**config.mk**
```make
export PLATFORM = sky130hd
export DESIGN_NAME = if_prefetch_queue
export DESIGN_NICKNAME = d
export VERILOG_FILES = /design/src/rtl/if_prefetch_queue_pkg.sv /design/src/rtl/if_prefetch_queue_sync_fifo.sv /design/src/rtl/if_prefetch_queue.sv
export SDC_FILE = /design/constraint.sdc
export NUM_CORES = 1
export LEC_CHECK = 0
export ABC_AREA = 1
export BUFFER_PORTS_ARGS = -buffer_cell sky130_fd_sc_hd__buf_4
export CAP_MARGIN = 40
export CORE_MARGIN = 5
export CORE_UTILIZATION = 30
export DETAILED_ROUTE_END_ITERATION = 10
export HOLD_SLACK_MARGIN = 0.1
export PLACE_DENSITY = 0.51
export SLEW_MARGIN = 20
export SYNTH_ARGS = -nofsm -noshare
export SYNTH_HDL_FRONTEND = slang
export SYNTH_SLANG_ARGS = --single-unit
```
**constraint.sdc**
```tcl
create_clock -name clk -period 6.1 [get_ports clk]
set_input_delay 1.83 -clock clk [delete_from_list [all_inputs] [get_ports clk]]
set_output_delay 1.83 -clock clk [all_outputs]
set_load 0.01 [all_outputs]
```
**src/rtl/if_prefetch_queue_pkg.sv**
```systemverilog
// Shared core constants and types for the instruction-fetch front end.
// Holds the word size, the NOP encoding and the sequential PC step.
package if_prefetch_queue_pkg;

    localparam int XLEN = 32;
    localparam logic [XLEN-1:0] NOP = 32'h0000_0013;
    localparam logic [XLEN-1:0] PC_INC = 32'd4;

    typedef struct packed {
        logic [XLEN-1:0] pc;
        logic [XLEN-1:0] ir;
    } fetch_entry_t;

    function automatic logic [XLEN-1:0] align_word(input logic [XLEN-1:0] a);
        return a & ~32'd3;
    endfunction

endpackage

```
**src/rtl/if_prefetch_queue_sync_fifo.sv**
```systemverilog
// Synchronous FIFO with a flush that empties it in one cycle.
// Pointers wrap naturally (DEPTH is a power of two); count tells full from empty.
module if_prefetch_queue_sync_fifo #(
    parameter int WIDTH = 64,
    parameter int DEPTH = 4
) (
    input  logic                       clk,
    input  logic                       reset,
    input  logic                       push,
    input  logic                       pop,
    input  logic                       flush,
    input  logic [WIDTH-1:0]           din,
    output logic [WIDTH-1:0]           dout,
    output logic [$clog2(DEPTH+1)-1:0] count
);

    localparam int PTR_W = $clog2(DEPTH);
    localparam int CNT_W = $clog2(DEPTH + 1);

    logic [WIDTH-1:0] mem_q [DEPTH];
    logic [PTR_W-1:0] wr_ptr_q, wr_ptr_d;
    logic [PTR_W-1:0] rd_ptr_q, rd_ptr_d;
    logic [CNT_W-1:0] count_q, count_d;
    logic             do_push, do_pop;

    always_comb begin
        do_pop   = pop && !flush && (count_q != '0);
        // A push into a full queue is only accepted alongside a pop.
        do_push  = push && !flush && ((count_q != CNT_W'(DEPTH)) || do_pop);
        wr_ptr_d = wr_ptr_q;
        rd_ptr_d = rd_ptr_q;
        count_d  = count_q;
        if (flush) begin
            wr_ptr_d = '0;
            rd_ptr_d = '0;
            count_d  = '0;
        end else begin
            if (do_push) wr_ptr_d = wr_ptr_q + 1'b1;
            if (do_pop)  rd_ptr_d = rd_ptr_q + 1'b1;
            count_d = count_q + CNT_W'(do_push) - CNT_W'(do_pop);
        end
    end

    always_ff @(posedge clk) begin
        if (reset) begin
            wr_ptr_q <= '0;
            rd_ptr_q <= '0;
            count_q  <= '0;
        end else begin
            wr_ptr_q <= wr_ptr_d;
            rd_ptr_q <= rd_ptr_d;
            count_q  <= count_d;
        end
    end

    always_ff @(posedge clk) begin
        if (do_push) mem_q[wr_ptr_q] <= din;
    end

    assign dout  = mem_q[rd_ptr_q];
    assign count = count_q;

endmodule

```
**src/rtl/if_prefetch_queue.sv**
```systemverilog
// Instruction-fetch front end: issues imem requests under a credit limit,
// queues in-order responses for decode and drops stale ones after a redirect.
module if_prefetch_queue
    import if_prefetch_queue_pkg::*;
#(
    parameter int              DEPTH           = 4,
    parameter int              MAX_OUTSTANDING = 2,
    parameter logic [XLEN-1:0] RESET_VEC       = 32'h0000_0000
) (
    input  logic            clk,
    input  logic            reset,
    input  logic            stall,
    input  logic            jump_taken,
    input  logic [XLEN-1:0] jump_addr,
    output logic [XLEN-1:0] imem_addr,
    output logic            imem_ena,
    input  logic            imem_gnt,
    input  logic [XLEN-1:0] imem_din,
    input  logic            imem_rvalid,
    output logic [XLEN-1:0] PC_IF,
    output logic [XLEN-1:0] IR_IF,
    output logic            valid_IF
);

    localparam int CNT_W   = $clog2(DEPTH + 1);
    localparam int OUT_W   = 3;
    localparam int CRED_W  = CNT_W + OUT_W + 1;
    localparam int ENTRY_W = $bits(fetch_entry_t);

    logic [XLEN-1:0]  fetch_pc_q, fetch_pc_d;
    logic [XLEN-1:0]  resp_pc_q, resp_pc_d;
    logic [OUT_W-1:0] outstanding_q, outstanding_d;
    logic [OUT_W-1:0] discard_q, discard_d;

    logic [CNT_W-1:0]  fifo_count;
    logic [CRED_W-1:0] credit;
    logic              rsp_ok, issue, fifo_push, fifo_pop;
    fetch_entry_t      push_entry, head_entry;
    logic [ENTRY_W-1:0] head_raw;

    always_comb begin
        // A response with nothing outstanding is a protocol violation and is ignored.
        rsp_ok = imem_rvalid && (outstanding_q != '0);
        // Slots already promised: queued words plus kept in-flight words.
        credit = CRED_W'(fifo_count) + CRED_W'(outstanding_q) - CRED_W'(discard_q);
        imem_ena = !reset && !jump_taken
                   && (outstanding_q < OUT_W'(MAX_OUTSTANDING))
                   && (credit < CRED_W'(DEPTH));
        issue = imem_ena && imem_gnt;

        fetch_pc_d    = fetch_pc_q;
        resp_pc_d     = resp_pc_q;
        discard_d     = discard_q;
        fifo_push     = 1'b0;
        outstanding_d = outstanding_q + OUT_W'(issue) - OUT_W'(rsp_ok);

        if (jump_taken) begin
            fetch_pc_d = align_word(jump_addr);
            resp_pc_d  = align_word(jump_addr);
            discard_d  = outstanding_q - OUT_W'(rsp_ok);
        end else begin
            if (issue) fetch_pc_d = fetch_pc_q + PC_INC;
            if (rsp_ok) begin
                if (discard_q != '0) begin
                    discard_d = discard_q - 1'b1;
                end else begin
                    fifo_push = 1'b1;
                    resp_pc_d = resp_pc_q + PC_INC;
                end
            end
        end
    end

    always_ff @(posedge clk) begin
        if (reset) begin
            fetch_pc_q    <= RESET_VEC;
            resp_pc_q     <= RESET_VEC;
            outstanding_q <= '0;
            discard_q     <= '0;
        end else begin
            fetch_pc_q    <= fetch_pc_d;
            resp_pc_q     <= resp_pc_d;
            outstanding_q <= outstanding_d;
            discard_q     <= discard_d;
        end
    end

    assign push_entry = '{pc: resp_pc_q, ir: imem_din};
    assign fifo_pop   = valid_IF && !stall;

    if_prefetch_queue_sync_fifo #(
        .WIDTH (ENTRY_W),
        .DEPTH (DEPTH)
    ) u_sync_fifo (
        .clk   (clk),
        .reset (reset),
        .push  (fifo_push),
        .pop   (fifo_pop),
        .flush (jump_taken),
        .din   (push_entry),
        .dout  (head_raw),
        .count (fifo_count)
    );

    assign head_entry = head_raw;
    assign valid_IF   = (fifo_count != '0);
    assign PC_IF      = valid_IF ? head_entry.pc : resp_pc_q;
    assign IR_IF      = valid_IF ? head_entry.ir : NOP;
    assign imem_addr  = fetch_pc_q;

    rvalid_needs_request: assert property (@(posedge clk) disable iff (reset)
        !(imem_rvalid && (outstanding_q == '0)));

endmodule

```
==> Implementation_results.wiki <==
{| class="wikitable"
! Metric !! Value
|-
| Outcome || finished clean
|-
| Synthesized flop and latch total || 323
|-
| Pin count of the biggest net entering global routing || 63
|-
| Headroom to the max-slew limit || 56.35%
|-
| Area used by multi-input combinational logic || 5384 sq um
|-
| Worst min-delay path category || reg -> reg
|-
| Initial Util || 30.17%
|-
| Max-capacitance violation count || 0
|-
| LEAKAGE || 6.709 nW
|-
| Largest fanout on the critical path || 37
|-
| Number of antenna repair diodes || 0
|-
| Final Hold Slack || 465.2 ps
|-
| Post-synthesis to final-layout area growth || 21.57%
|-
| Cell Count Post-Placement || 2390
|-
| Source-to-sink clock delay at the later pin of the worst-skew pair || 550 ps
|-
| Detailed Place HPWL || 28450 microns
|-
| Number of placed I/O pins || 168
|-
| CTS tree || yes
|-
| Critical Path Source Type || primary input
|-
| CTS root buf || clkbuf_16
|-
| Post-synthesis sequential area ratio || 59.49%
|-
| Total Negative Setup Slacks || 0 ps
|-
| Post-synth top flop || edfxtp_1
|-
| Arrival @ worst endpoint || 3080 ps
|-
| Syn Inst Count || 1610
|-
| Most instantiated library cell after synthesis || nor2_1
|-
| Number of detailed-route iterations in the first pass || 7
|-
| Register area || 8954 sq um
|-
| Number of post-CTS setup repair buffers || 0
|-
| Synthesis Warnings || 0
|-
| Synth area leader || edfxtp_1
|-
| # hold bufs at CTS || 0
|-
| Deepest level of the CTS H-tree || 2
|-
| Power density normalized to cell area || 300.9 nW/um^2
|-
| Detailed-route wire length per cell || 17.83 microns
|-
| FMAX || 0.2036 GHz
|-
| Path type of the worst setup path || in -> out
|-
| Non-filler instance count after layout || 2455
|-
| Final Critical Period || 4912 ps
|-
| Average via count per standard cell || 4.758
|-
| Standard-cell rows || 82
|-
| Count of endpoints failing setup in the final report || 0
|-
| Cell types occupying the most area after synthesis || edfxtp_1 50%, dfxtp_1 10%, nor2_1 7.6%, nand2_1 7.5%, o21ai_0 6.0%
|-
| Overflow after GRT || 0
|-
| Number of global-route vias before repair || 11.50k
|-
| Number of buffers added by the clock tree synthesis step || 38
|-
| Layout cell share with drive strength beyond 1 || 16.60%
|-
| EDFF count, synth || 248
|-
| Critical path data required time || 4270 ps
|-
| Wire length after detailed routing || 43770 microns
|-
| Ranking of synthesized cells by instance count || 303 x nor2_1, 301 x nand2_1, 248 x edfxtp_1
|-
| Number of unique standard cell types used by synthesis || 46
|-
| Netlist Area Pre-Place || 15040 sq um
|-
| Synth Area per Inst || 9.344 sq um
|-
| All-layer global routing usage || 15.83%
|-
| Die Span X || 233.9 microns
|-
| Asr flop ratio synth || 0%
|-
| Worst Clk Skew || 17.04 ps
|-
| Die area || 54720 sq um
|-
| Remaining antenna violation count after routing || 0
|-
| NumNets Final || 1851
|-
| Antenna violations before repair || 0
|-
| Total count of max-transition violations in the final report || 0
|-
| Total count of hold-check failures in the final report || 0
|-
| DRC violation total after the first TritonRoute iteration || 706
|-
| Transition time at the pin with the least slew margin || 652.4 ps
|-
| Top cell type's share of synthesized area || 49.51%
|-
| Unrepaired setup endpoints after global routing || no
|-
| Worst-path clk slew || 60 ps
|-
| Number of fill cells || 5081
|-
| VDD IR max || 0.1538 mV
|-
| Input/output buffers || 161
|-
| Post-Place Cell Area || 17050 sq um
|-
| Final period utilization || 80.53%
|-
| Post-route standard cell area excluding fillers || 18290 sq um
|-
| Wire length of the first global-routing pass || 67430 microns
|-
| Category of the worst setup path capture point || output pin
|-
| Routed via count || 11.68k
|-
| Vertical die dimension || 233.9 microns
|-
| Core area || 49860 sq um
|-
| Clock sink total || 323
|-
| Post-route core utilization || 36.68%
|-
| Post_cts resized || 0
|-
| Residual DRC count || 0
|-
| Buffer depth of the longest clock path || 3
|-
| Final weighted congestion of routability-driven global placement || 0.8335
|}
## final timing paths
| path | slack (ps) | depth (start not counted) | endpoint | startpoint |
|---|---|---|---|---|
| max | 1190 | 8 | imem_ena | reset |
| max reg2reg | 2680 | 17 | outstanding_q[2] | outstanding_q[1] |
| min reg2reg | 470 | 2 | flop | u_sync_fifo.rd_ptr_q[1] |
| min | 470 | 2 | flop | u_sync_fifo.rd_ptr_q[1] |
## where the power goes
part / internal (mW) / total (mW) / switching [mW]
Combinational: 0.256 / 0.680 / 0.423
Clock: 1.35 / 2.26 / 0.908
Sequential: 2.47 / 2.56 / 0.0901
## critical path: stages
cell and delay [ps]:
buf_4 390, clkinv_2 80, buf_4 240, nand2_2 160, nor2_4 50, nand3_1 100
inv_1 50, buf_4 140
## logic make-up (layout without fill, tap and decap cells)
family | after synthesis | after routing | synth area share [%]
other | 1 | 4 | 0.02493
adders and majority gates | 22 | 22 | 2.029
DFF | 323 | 323 | 59.49
and+or+nand+nor | 740 | 740 | 21.15
xor gates and xnor gates | 15 | 15 | 0.8734
AOI/OAI and AO/OA | 327 | 327 | 11.42
buffers and inverters | 182 | 352 | 5.015
## cell type report
| type | instances | area share, % |
|---|---|---|
| clock inverters | 15 | 1.074 |
| flip-flops and latches | 323 | 48.96 |
| repair buffers | 183 | 8.142 |
| well taps | 672 | 4.598 |
| inverters | 105 | 2.196 |
| clock buffers | 49 | 5.590 |
| multi-input cells | 1108 | 29.44 |
## registers in the layout, indices dropped and copies added (netlist names), named ones only
| signal | flops |
|---|---|
| discard_q | 3 |
| outstanding_q | 3 |
| u_sync_fifo.wr_ptr_q | 2 |
| u_sync_fifo.mem_q | 248 |
| u_sync_fifo.count | 3 |
| imem_addr | 30 |
| u_sync_fifo.rd_ptr_q | 2 |
| resp_pc_q | 30 |
## metal layers
metal	routed length [microns]	part of all wire [%]	global-route usage (%)	up-vias
li1	-	-	-	5761
met1	20020	46	21.11	5593
met2	20400	47	25.99	262
met3	2300	5.3	3.681	64
met4	1054	2.4	4.423	0
met5	0	0	0	-
## placed cells by master, fill, tap and decap left out, types with 4 or more instances in the layout
cell       synthesis  routed
nand2_2           11      12
edfxtp_1         248     248
nor2_2            10      10
ha_1              18      18
a31oi_1            6       6
nand3_1           61      61
clkinv_2           1       5
clkbuf_16          0      38
bufinv_16          0       4
o22ai_1           31      31
nor2_4            10      14
xnor2_1            7       7
o21ai_0          180     180
clkbuf_1          46       8
dfxtp_1           75      73
nand3b_1          13      13
nand2_1          301     300
a21oi_1           80      80
nor2_1           303     299
conb_1             1       4
buf_4              9     175
nor3_1             8       8
xor2_1             8       8
o21ai_1           18      18
inv_2              7       7
nand4_1           13      13
fa_1               4       4
buf_12             0       6
inv_1             94      94
## metrics by stage
stage / total power [mW] / worst slack [ps]
after floorplan: 3.000 / 619.1
after global placement: 3.284 / 1158
after detailed placement: 3.295 / 1145
after CTS: 5.579 / 1148
after global routing: 5.777 / 1078
final: 5.503 / 1188
(Power assumes the default switching activity.)
